## src/rtl/eth_pktgen.sv

```systemverilog
// eth_pktgen: UDP/IPv4 test-frame generator driving a 64-bit AXI4-Stream master.
// Beat data is decoded from registered frame state, so it holds still whenever the sink stalls.
module eth_pktgen #(
    parameter logic [47:0] ETH_DST    = 48'h90E2BA5D8DC9,
    parameter logic [47:0] ETH_SRC    = 48'h001122334455,
    parameter logic [31:0] IP_SADDR   = 32'hC0A80B01,
    parameter logic [31:0] IP_DADDR   = 32'hC0A80B03,
    parameter logic [15:0] UDP_SPORT  = 16'h3776,
    parameter logic [15:0] UDP_DPORT  = 16'h3776,
    parameter logic [7:0]  IP_TTL     = 8'd64,
    parameter logic [15:0] IFG_CYCLES = 16'd12
) (
    input  logic        clk156,
    input  logic        eth_rst_n,
    input  logic        enable,
    input  logic [15:0] payload_len,
    input  logic        pattern,
    input  logic [15:0] frame_count,
    output logic        busy,
    output logic        done,
    output logic [31:0] frames_sent,
    input  logic        m_axis_tready,
    output logic        m_axis_tvalid,
    output logic [63:0] m_axis_tdata,
    output logic [7:0]  m_axis_tkeep,
    output logic        m_axis_tlast,
    output logic        m_axis_tuser
);
    localparam logic [2:0] IDLE = 3'd0, LOAD = 3'd1, HDR = 3'd2, PAYLOAD = 3'd3, GAP = 3'd4;

    logic [2:0] state;
    logic [10:0] len, len_c, flen, flen_c, b;
    logic pat, wait_low, accept, gap_end, burst_end;
    logic [15:0] csum, csum_c, fc, bcnt, gcnt, s2;
    logic [7:0] beat, nbeats, lkeep;
    logic [31:0] s0;
    logic [16:0] s1;
    logic [367:0] hdr;
    logic [45:0][7:0] hb;

    always_comb begin
        len_c = payload_len < 16'd18 ? 11'd18 : payload_len > 16'd1472 ? 11'd1472 : payload_len[10:0];
        flen_c = len_c + 11'd42;
        s0 = 32'h4500 + 32'(len_c) + 32'd28 + 32'(frames_sent[15:0]) + 32'h4000 + 32'({IP_TTL, 8'h11})
           + 32'(IP_SADDR[31:16]) + 32'(IP_SADDR[15:0]) + 32'(IP_DADDR[31:16]) + 32'(IP_DADDR[15:0]);
        s1 = 17'(s0[15:0]) + 17'(s0[31:16]);
        s2 = s1[15:0] + 16'(s1[16]);
        csum_c = ~s2;
    end

    assign flen = len + 11'd42;
    // Header plus the 4-byte frame sequence number that opens the payload, byte 0 in the MSBs
    assign hdr = {ETH_DST, ETH_SRC, 16'h0800, 8'h45, 8'h00, 16'(len) + 16'd28, frames_sent[15:0], 16'h4000,
                  IP_TTL, 8'h11, csum, IP_SADDR, IP_DADDR, UDP_SPORT, UDP_DPORT, 16'(len) + 16'd8, 16'h0000,
                  frames_sent};
    assign hb = hdr;

    assign m_axis_tvalid = state == HDR || state == PAYLOAD;
    assign m_axis_tlast = m_axis_tvalid && beat == nbeats - 8'd1;
    assign m_axis_tkeep = !m_axis_tvalid ? 8'h00 : m_axis_tlast ? lkeep : 8'hFF;
    assign m_axis_tuser = 1'b0;
    assign busy = state != IDLE;
    assign accept = m_axis_tvalid && m_axis_tready;
    assign gap_end = {1'b0, gcnt} + 17'd1 >= {1'b0, IFG_CYCLES};
    assign burst_end = fc != 16'd0 && bcnt == fc;

    always_comb begin
        m_axis_tdata = '0;
        b = '0;
        for (int j = 0; j < 8; j++) begin
            b = {beat, 3'(j)};
            m_axis_tdata[8*j+:8] = !m_axis_tvalid || b >= flen ? 8'h00 :
                                   b < 11'd46 ? hb[6'd45 - b[5:0]] :
                                   pat ? 8'hFF : b[7:0] - 8'd42;
        end
    end

    always_ff @(posedge clk156 or negedge eth_rst_n) begin
        if (!eth_rst_n) begin
            state <= IDLE;
            len <= 11'd18;
            pat <= 1'b0;
            fc <= '0;
            csum <= '0;
            nbeats <= 8'd1;
            lkeep <= 8'hFF;
            beat <= '0;
            bcnt <= '0;
            gcnt <= '0;
            wait_low <= 1'b0;
            done <= 1'b0;
            frames_sent <= '0;
        end else begin
            done <= 1'b0;
            if (!enable) wait_low <= 1'b0;
            if (accept) beat <= beat + 8'd1;
            if (accept && m_axis_tlast) begin
                frames_sent <= frames_sent + 32'd1;
                bcnt <= bcnt + 16'd1;
            end
            case (state)
                IDLE: if (enable && !wait_low) state <= LOAD;
                LOAD: begin
                    len <= len_c;
                    pat <= pattern;
                    fc <= frame_count;
                    csum <= csum_c;
                    nbeats <= 8'((flen_c + 11'd7) >> 3);
                    lkeep <= flen_c[2:0] == 3'd0 ? 8'hFF : 8'hFF >> (3'd0 - flen_c[2:0]);
                    beat <= '0;
                    state <= HDR;
                end
                HDR: if (accept && beat == 8'd4) state <= PAYLOAD;
                PAYLOAD: if (accept && m_axis_tlast) begin
                    state <= GAP;
                    gcnt <= '0;
                end
                GAP: if (!gap_end) gcnt <= gcnt + 16'd1;
                else if (burst_end || !enable) begin
                    state <= IDLE;
                    bcnt <= '0;
                    done <= burst_end;
                    wait_low <= burst_end;
                end else state <= LOAD;
                default: state <= IDLE;
            endcase
        end
    end
endmodule

```

## config.mk

```make
export PLATFORM = sky130hd
export DESIGN_NAME = eth_pktgen
export DESIGN_NICKNAME = d
export VERILOG_FILES = /design/src/rtl/eth_pktgen.sv
export SDC_FILE = /design/constraint.sdc
export NUM_CORES = 1
export LEC_CHECK = 0
export ABC_AREA = 1
export CAP_MARGIN = 20
export CORE_MARGIN = 2
export CORE_UTILIZATION = 44
export CTS_BUF_LIST = sky130_fd_sc_hd__clkbuf_16
export DETAILED_ROUTE_END_ITERATION = 8
export PLACE_DENSITY_LB_ADDON = 0.2
export SYNTH_ARGS = -nofsm -noshare
export SYNTH_HDL_FRONTEND = slang
export SYNTH_SLANG_ARGS = --single-unit
```

## constraint.sdc

```tcl
create_clock -name clk156 -period 6.7 [get_ports clk156]
set_clock_uncertainty 0.15 [all_clocks]
set_input_delay 1.34 -clock clk156 [delete_from_list [all_inputs] [get_ports clk156]]
set_output_delay 1.34 -clock clk156 [all_outputs]
set_load 0.05 [all_outputs]
```

== Word level (Yosys, flattened, before mapping) ==
Cells that the tools add are included.

* Register bits: 137

* $add $sub $neg: 39
* Magnitude comparators: 27
* Equality and inequality tests: 12
* Shift operators: 1
* Multiplexer cells: 67
* Bitwise gates (word level): 1
* Reductions and logical operators: 27

{| class="wikitable"
|+ Operators with widths
! kind !! count
|-
| $bmux W8 S6 || 8
|-
| $mux W8 || 37
|-
| $mux W16 || 6
|-
| $ge A11 B11 Y1 || 8
|-
| $lt A11 B6 Y1 const B || 8
|-
| $sub A8 B6 Y8 const B || 8
|-
| $lt A6 B7 Y1 const B || 8
|-
| $sub A6 B6 Y6 const A || 8
|-
| $add A16 B1 Y16 const B || 2
|-
| $add A32 B1 Y32 const B || 1
|-
| $pmux W16 S2 || 1
|-
| $add A23 B12 Y24 const B || 1
|-
| $add A22 B16 Y23 const B || 1
|-
| $add A11 B6 Y11 const B || 2
|-
| $add A21 B12 Y22 const B || 1
|-
| $mux W11 || 2
|-
| $add A20 B16 Y21 const B || 1
|-
| $add A19 B15 Y20 const B || 1
|-
| $add A18 B15 Y19 const B || 1
|-
| $add A17 B16 Y18 || 1
|-
| $add A16 B1 Y17 const B || 1
|-
| $add A16 B5 Y17 const B || 1
|-
| $add A16 B8 Y17 || 1
|-
| $ge A17 B4 Y1 const B || 1
|-
| other kinds (32) || 64
|}

== Depth between registers and ports, before layout ==
* Word-level depth: 15
* Depth in mapped cells: 45

== Worst setup path before layout ==
OpenSTA, ideal clock, no wires.

* Path type: input -> register
* Start point: in payload_len[12]
* End point: reg csum[12]
* Setup time: 117 ps
* Arrival: 6108 ps
* Data required time: 6433 ps
* Path slack: 325 ps
* Cell stages on the path: 40
* Cell sequence: nor2_1 nand3_1 nor2_1 nand2_1 buf_4 nor2_2 ha_1 ha_1 nand2_1 nor2_2 nand2_1 nand3_2 nand3_1 nand2_1 nand2_1 nand2_1 ha_1 inv_1 [4 not listed] nand2_2 nor2_4 nand3_2 nor2_2 nand3_1 nor4_1 ha_1 ha_1 nand4_1 nor2_1 nand3_1 nor2_1 nand3_1 nor2_2 nand2_1 xor2_1 nand2_1 nand2_1

* Word-level cells in the longest chain between the ends: 15
* Elaborated cells between the ends (all ways): 16
* Classes of those cells: add/sub: 11; order compare: 2; mux: 2; bitwise: 1

{| class="wikitable"
|+ Ends and longest elaborated chain
! element !! line !! RTL
|-
| start, declared || 16 || <nowiki>input logic [15:0] payload_len,</nowiki>
|-
| $gt A16 B11 Y1 || 42 || <nowiki>len_c = payload_len < 16'd18 ? 11'd18 : payload_len > 16'd1472 ? 11'd1472 : payload_len[10:0];</nowiki>
|-
| $mux W11 || 42 ||
|-
| $mux W11 (*) || 42 ||
|-
| named net len_c[2] || 32 || <nowiki>logic [10:0] len, len_c, flen, flen_c, b;</nowiki>
|-
| $add A15 B11 Y16 (*) || 44 || <nowiki>s0 = 32'h4500 + 32'(len_c) + 32'd28 + 32'(frames_sent[15:0]) + 32'h4000 + 32'({IP_TTL, 8'h11})</nowiki>
|-
| $add A16 B5 Y17 (*) || 44 ||
|-
| $add A17 B16 Y18 (*) || 44 ||
|-
| $add A18 B15 Y19 (*) || 44 ||
|-
| $add A19 B15 Y20 (*) || 44 ||
|-
| $add A20 B16 Y21 (*) || 45 || <nowiki>+ 32'(IP_SADDR[31:16]) + 32'(IP_SADDR[15:0]) + 32'(IP_DADDR[31:16]) + 32'(IP_DADDR[15:0]);</nowiki>
|-
| $add A21 B12 Y22 (*) || 45 ||
|-
| $add A22 B16 Y23 (*) || 45 ||
|-
| $add A23 B12 Y24 (*) || 45 ||
|-
| $add A16 B8 Y17 (*) || 46 || <nowiki>s1 = 17'(s0[15:0]) + 17'(s0[31:16]);</nowiki>
|-
| $add A16 B1 Y16 (*) || 47 || <nowiki>s2 = s1[15:0] + 16'(s1[16]);</nowiki>
|-
| $not A16 Y16 (*) || 48 || <nowiki>csum_c = ~s2;</nowiki>
|-
| end signal, assigned || 107 || <nowiki>csum <= csum_c;</nowiki>
|-
| end, declared || 34 || <nowiki>logic [15:0] csum, csum_c, fc, bcnt, gcnt, s2;</nowiki>
|}

The timed path passes the listed nets; every way through them passes the cells marked *.
A chain may end at the register's enable or synchronous reset.

== Final worst setup path ==
* Start point: reg len[3]
* End point: out m_axis_tdata[19]

* Word-level cells in the longest chain between the ends: 5
* Elaborated cells between the ends (all ways): 9
* Classes of those cells: add/sub: 3; order compare: 1; mux: 4; reduce/logical: 1

{| class="wikitable"
|+ Ends and longest elaborated chain
! element !! line !! RTL
|-
| start, declared || 32 ||
|-
| start signal, assigned || 104 || <nowiki>len <= len_c;</nowiki>
|-
| $add A11 B4 Y12 / $add A11 B5 Y12 (equally long branches) || 54, 53 ||
|-
| $bmux W8 S6 || 73 || <nowiki>b < 11'd46 ? hb[6'd45 - b[5:0]] :</nowiki>
|-
| $mux W8 (implied by the code) || 73 ||
|-
| $mux W8 || 73 ||
|-
| $mux W8 (*) || 72 || <nowiki>m_axis_tdata[8*j+:8] = !m_axis_tvalid || b >= flen ? 8'h00 :</nowiki>
|-
| end, declared || 24 || <nowiki>output logic [63:0] m_axis_tdata,</nowiki>
|}

Every way passes the cells marked *; elsewhere a longest branch is shown, timed or not. The select of a mux whose other input is x is not followed.

==> results by group <==
Clock tree
  – Clock latency at the later pin of the worst-skew pair: approximately 430 ps
  – Clock transition at path regs: 60 ps
  – CTS root buf: clkbuf_16
  – CTS max path bufs: 2
  – H-tree levels: 4
  – Post-cts hold buffer count: 0
  – Clock Sinks: ~140
  – CTS tree: done
  – CTS buffer count: 17

Detailed routing
  – Via density: between 5 and 6
  – Wl on met1: about 20000 µm
  – Routed wire length per instance: between 15 and 20 µm
  – Post-DRT Antenna Nets: 0
  – Via count: 12941
  – Met3 routed WL: about 3100 µm
  – Initial DRT Pass Iterations: 5
  – Top routing layer in use: met4
  – DR iter-0 viols: 1128
  – Met2 wire len: between 15000 and 20000 µm
  – Routed WL: a little over 40000 µm
  – Remaining DRCs: 0

Global route
  – GR Overflow Total: 0
  – Overall Global Routing Usage: 0.278
  – Antenna violations before repair: 1
  – First-pass GRT wire length: about 64000 µm
  – Pin count of the biggest net entering global routing: 90
  – Via count of the first global-routing pass: around 12000

Finish
  – Antenna Cells: 0
  – Design area: about 16000 µm²
  – Commonest non-fill, non-tap cell in the layout: nand2_1
  – Fillers: about 2700
  – Most frequent cells in the layout: nand2_1 (440), inv_1 (263), nor2_1 (169)
  – Share of cells above drive strength 1: 0.126
  – Final net count: ~2100
  – Area grow syn2layout: 25.9%

Setup path
  – R2R depth: 37
  – CP Class: register to primary output
  – Crit path max fanout: 9
  – Reg-to-reg slack, setup: 1660 ps
  – Reg2reg start: frames_sent[7]$_DFFE_PN0P_
  – FF-to-FF End: csum[15]$_DFFE_PN0N_
  – Crit path arrival time: between 4000 and 5000 ps
  – Startpoint Class: register
  – Worst setup EP type: primary output
  – CP required: approximately 5200 ps

Timing
  – Final setup viols: 0
  – Rel. slew slack: 0.415
  – Worst Max-Slew Pin Slew: around 880 ps
  – Setup WS post-layout: about 280 ps
  – Final hold violations: 0
  – Min Tclk post-route: ~6400 ps
  – Peak Freq: 156 MHz
  – Fin crit share: 0.958
  – Fin. max-slew vios: 0

Floorplan
  – Starting Density: 0.445
  – Num ports: approximately 150
  – Die extent in y: approximately 170 µm
  – Die Area: 29400 µm²
  – Chip width: around 170 µm
  – Row count: 61
  – Core Box Area: 27700 µm²

Power
  – Power Total: approximately 7.2 mW
  – Static Leak: 7.36 nW
  – PwrDens: roughly 460 nW/µm²
  – Worst vdd ir: 269 µV

Run
  – MaxCap Viol Count: 0

Yosys
  – Mapped cell area: about 12000 µm²
  – Post-synthesis cell type count: just under 60
  – Synth Flop Type: dfrtp_1
  – Seq cells post-synth: about 140
  – Register area share after synthesis: 0.277
  – Synthesized instance count: roughly 1900
  – Post-synth EDFFs: 0
  – Syn avg cell area: about 6.7 µm²
  – Syn nets: a little under 2000
  – Asr flop ratio synth: 1.00
  – Yosys warnings: 0

Status
  – Status: complete, no violations

Placement
  – Worst slack at placement: -294 ps
  – Hpwl dp: roughly 32000 µm
  – PortBufs: 144
  – Placer Congestion: a little under 1
  – Dpl cell area: ~14000 µm²

Worst hold path
  – Hold Path Sink: lkeep[7]$_DFFE_PN1N_
  – Hold Path Stages: 2
  – Worst Hold Launch: lkeep[7]$_DFFE_PN1N_
  – Hold/Removal Path Class: register to register
## sequential cells by signal, summed over array words and instances (netlist names)
register / cells
csum: 16
gcnt: 16
done: 1
state: 3
fc: 16
bcnt: 16
frames_sent: 32
len: 11
beat: 8
lkeep: 7
pat: 1
wait_low: 1
nbeats: 8
## cell families (layout without fill, tap and decap cells)
logic type | count (synthesis) | after routing | synth area share
other cells | 1 | 1 | 0.000304
compound gates | 272 | 272 | 0.126
simple gates | 924 | 924 | 0.333
buf+inv | 355 | 555 | 0.123
xor+xnor | 98 | 98 | 0.0696
fa+ha+maj | 68 | 68 | 0.0702
flops | 136 | 136 | 0.277
## metrics by stage
stage | setup TNS [ps] | hold slack, ps | cells | util
global route | -145 | 363 | 2432 | 0.561
global placement | -488 | 309 | 2389 | 0.522
floorplan | 0 | 294 | 1854 | -
CTS | 0 | 321 | 2421 | 0.545
finish | 0 | 319 | 2432 | 0.561
detailed placement | -1620 | 308 | 2389 | 0.522
## critical path, stage by stage, from the launching register on
cell	delay, ps
dfrtp_1	470
inv_1	220
ha_1	250
nand2_1	80
nand2_1	50
nand2_1	110
nand2_1	90
nand2_1	90
xor2_1	170
ha_1	270
a21oi_1	160
o21ai_0	90
nor2_1	360
nand3_1	400
a211o_1	480
nor3_1	330
clkdlybuf4s50_1	880
## synth_stat cells, types with 3 or more instances
library cell	number	share of area
a2111oi_0	4	0.0028
a211oi_1	14	0.0085
a21oi_1	76	0.031
a221oi_1	4	0.0028
a31oi_1	14	0.0071
buf_1	4	0.0012
buf_2	5	0.0020
buf_4	40	0.024
clkbuf_1	23	0.0070
clkinv_1	5	0.0015
dfrtp_1	126	0.26
dfstp_2	10	0.021
ha_1	66	0.067
inv_1	268	0.082
inv_2	5	0.0015
nand2_1	449	0.14
nand2_2	12	0.0061
nand3_1	99	0.040
nand3_2	6	0.0049
nand3b_1	5	0.0030
nand4_1	50	0.025
nor2_1	184	0.056
nor2_2	22	0.011
nor2_4	3	0.0027
nor3_1	53	0.022
nor3_2	4	0.0032
nor3b_1	4	0.0024
nor4_1	19	0.0096
o211ai_1	8	0.0049
o21ai_0	117	0.047
o21ai_1	7	0.0028
o221ai_1	4	0.0028
o22ai_1	9	0.0046
or2_2	4	0.0020
xnor2_1	23	0.016
xor2_1	75	0.053
## worst max path at each step
stage	start	endpoint	slack, ps	depth (start not counted)
final	len[3]$_DFFE_PN0N_	m_axis_tdata[19]	280	16
after detailed placement	payload_len[12]	csum[15]$_DFFE_PN0N_	-290	42
after CTS	payload_len[12]	csum[15]$_DFFE_PN0N_	120	42
after floorplan	payload_len[12]	csum[12]$_DFFE_PN0N_	330	40
after global placement	payload_len[12]	csum[12]$_DFFE_PN0N_	-140	41
after global routing	payload_len[1]	csum[15]$_DFFE_PN0N_	-70	42
## routing by layer
layer	global-route usage	up-vias
li1	-	6385
met1	0.423	5979
met2	0.411	530
met3	0.0433	47
met4	0.0645	0
met5	0	-
## power by group
group	switching (mW)	internal [mW]	leakage, nW
Sequential	0.312	1.07	1.61
Combinational	3.31	1.47	5.44
Clock	0.415	0.604	0.310
## layout make-up
| class | count | area (µm²) | share of cell area |
|---|---|---|---|
| Clock inverter | 15 | 213 | 0.0137 |
| Sequential cell | 136 | 3420 | 0.220 |
| Tap cell | 378 | 473 | 0.0304 |
| Multi-Input combinational cell | 1363 | 7720 | 0.497 |
| Clock buffer | 17 | 425 | 0.0274 |
| Timing Repair Buffer | 244 | 2240 | 0.144 |
| Inverter | 279 | 1050 | 0.0675 |
## repair_timing
action / 4_1_cts / 5_1_grt
setup endpoints to repair: 0 / 16
setup buffers: 0 / 10
gates resized for setup: 0 / 73
No activity file was read; power rests on OpenSTA's default activity.
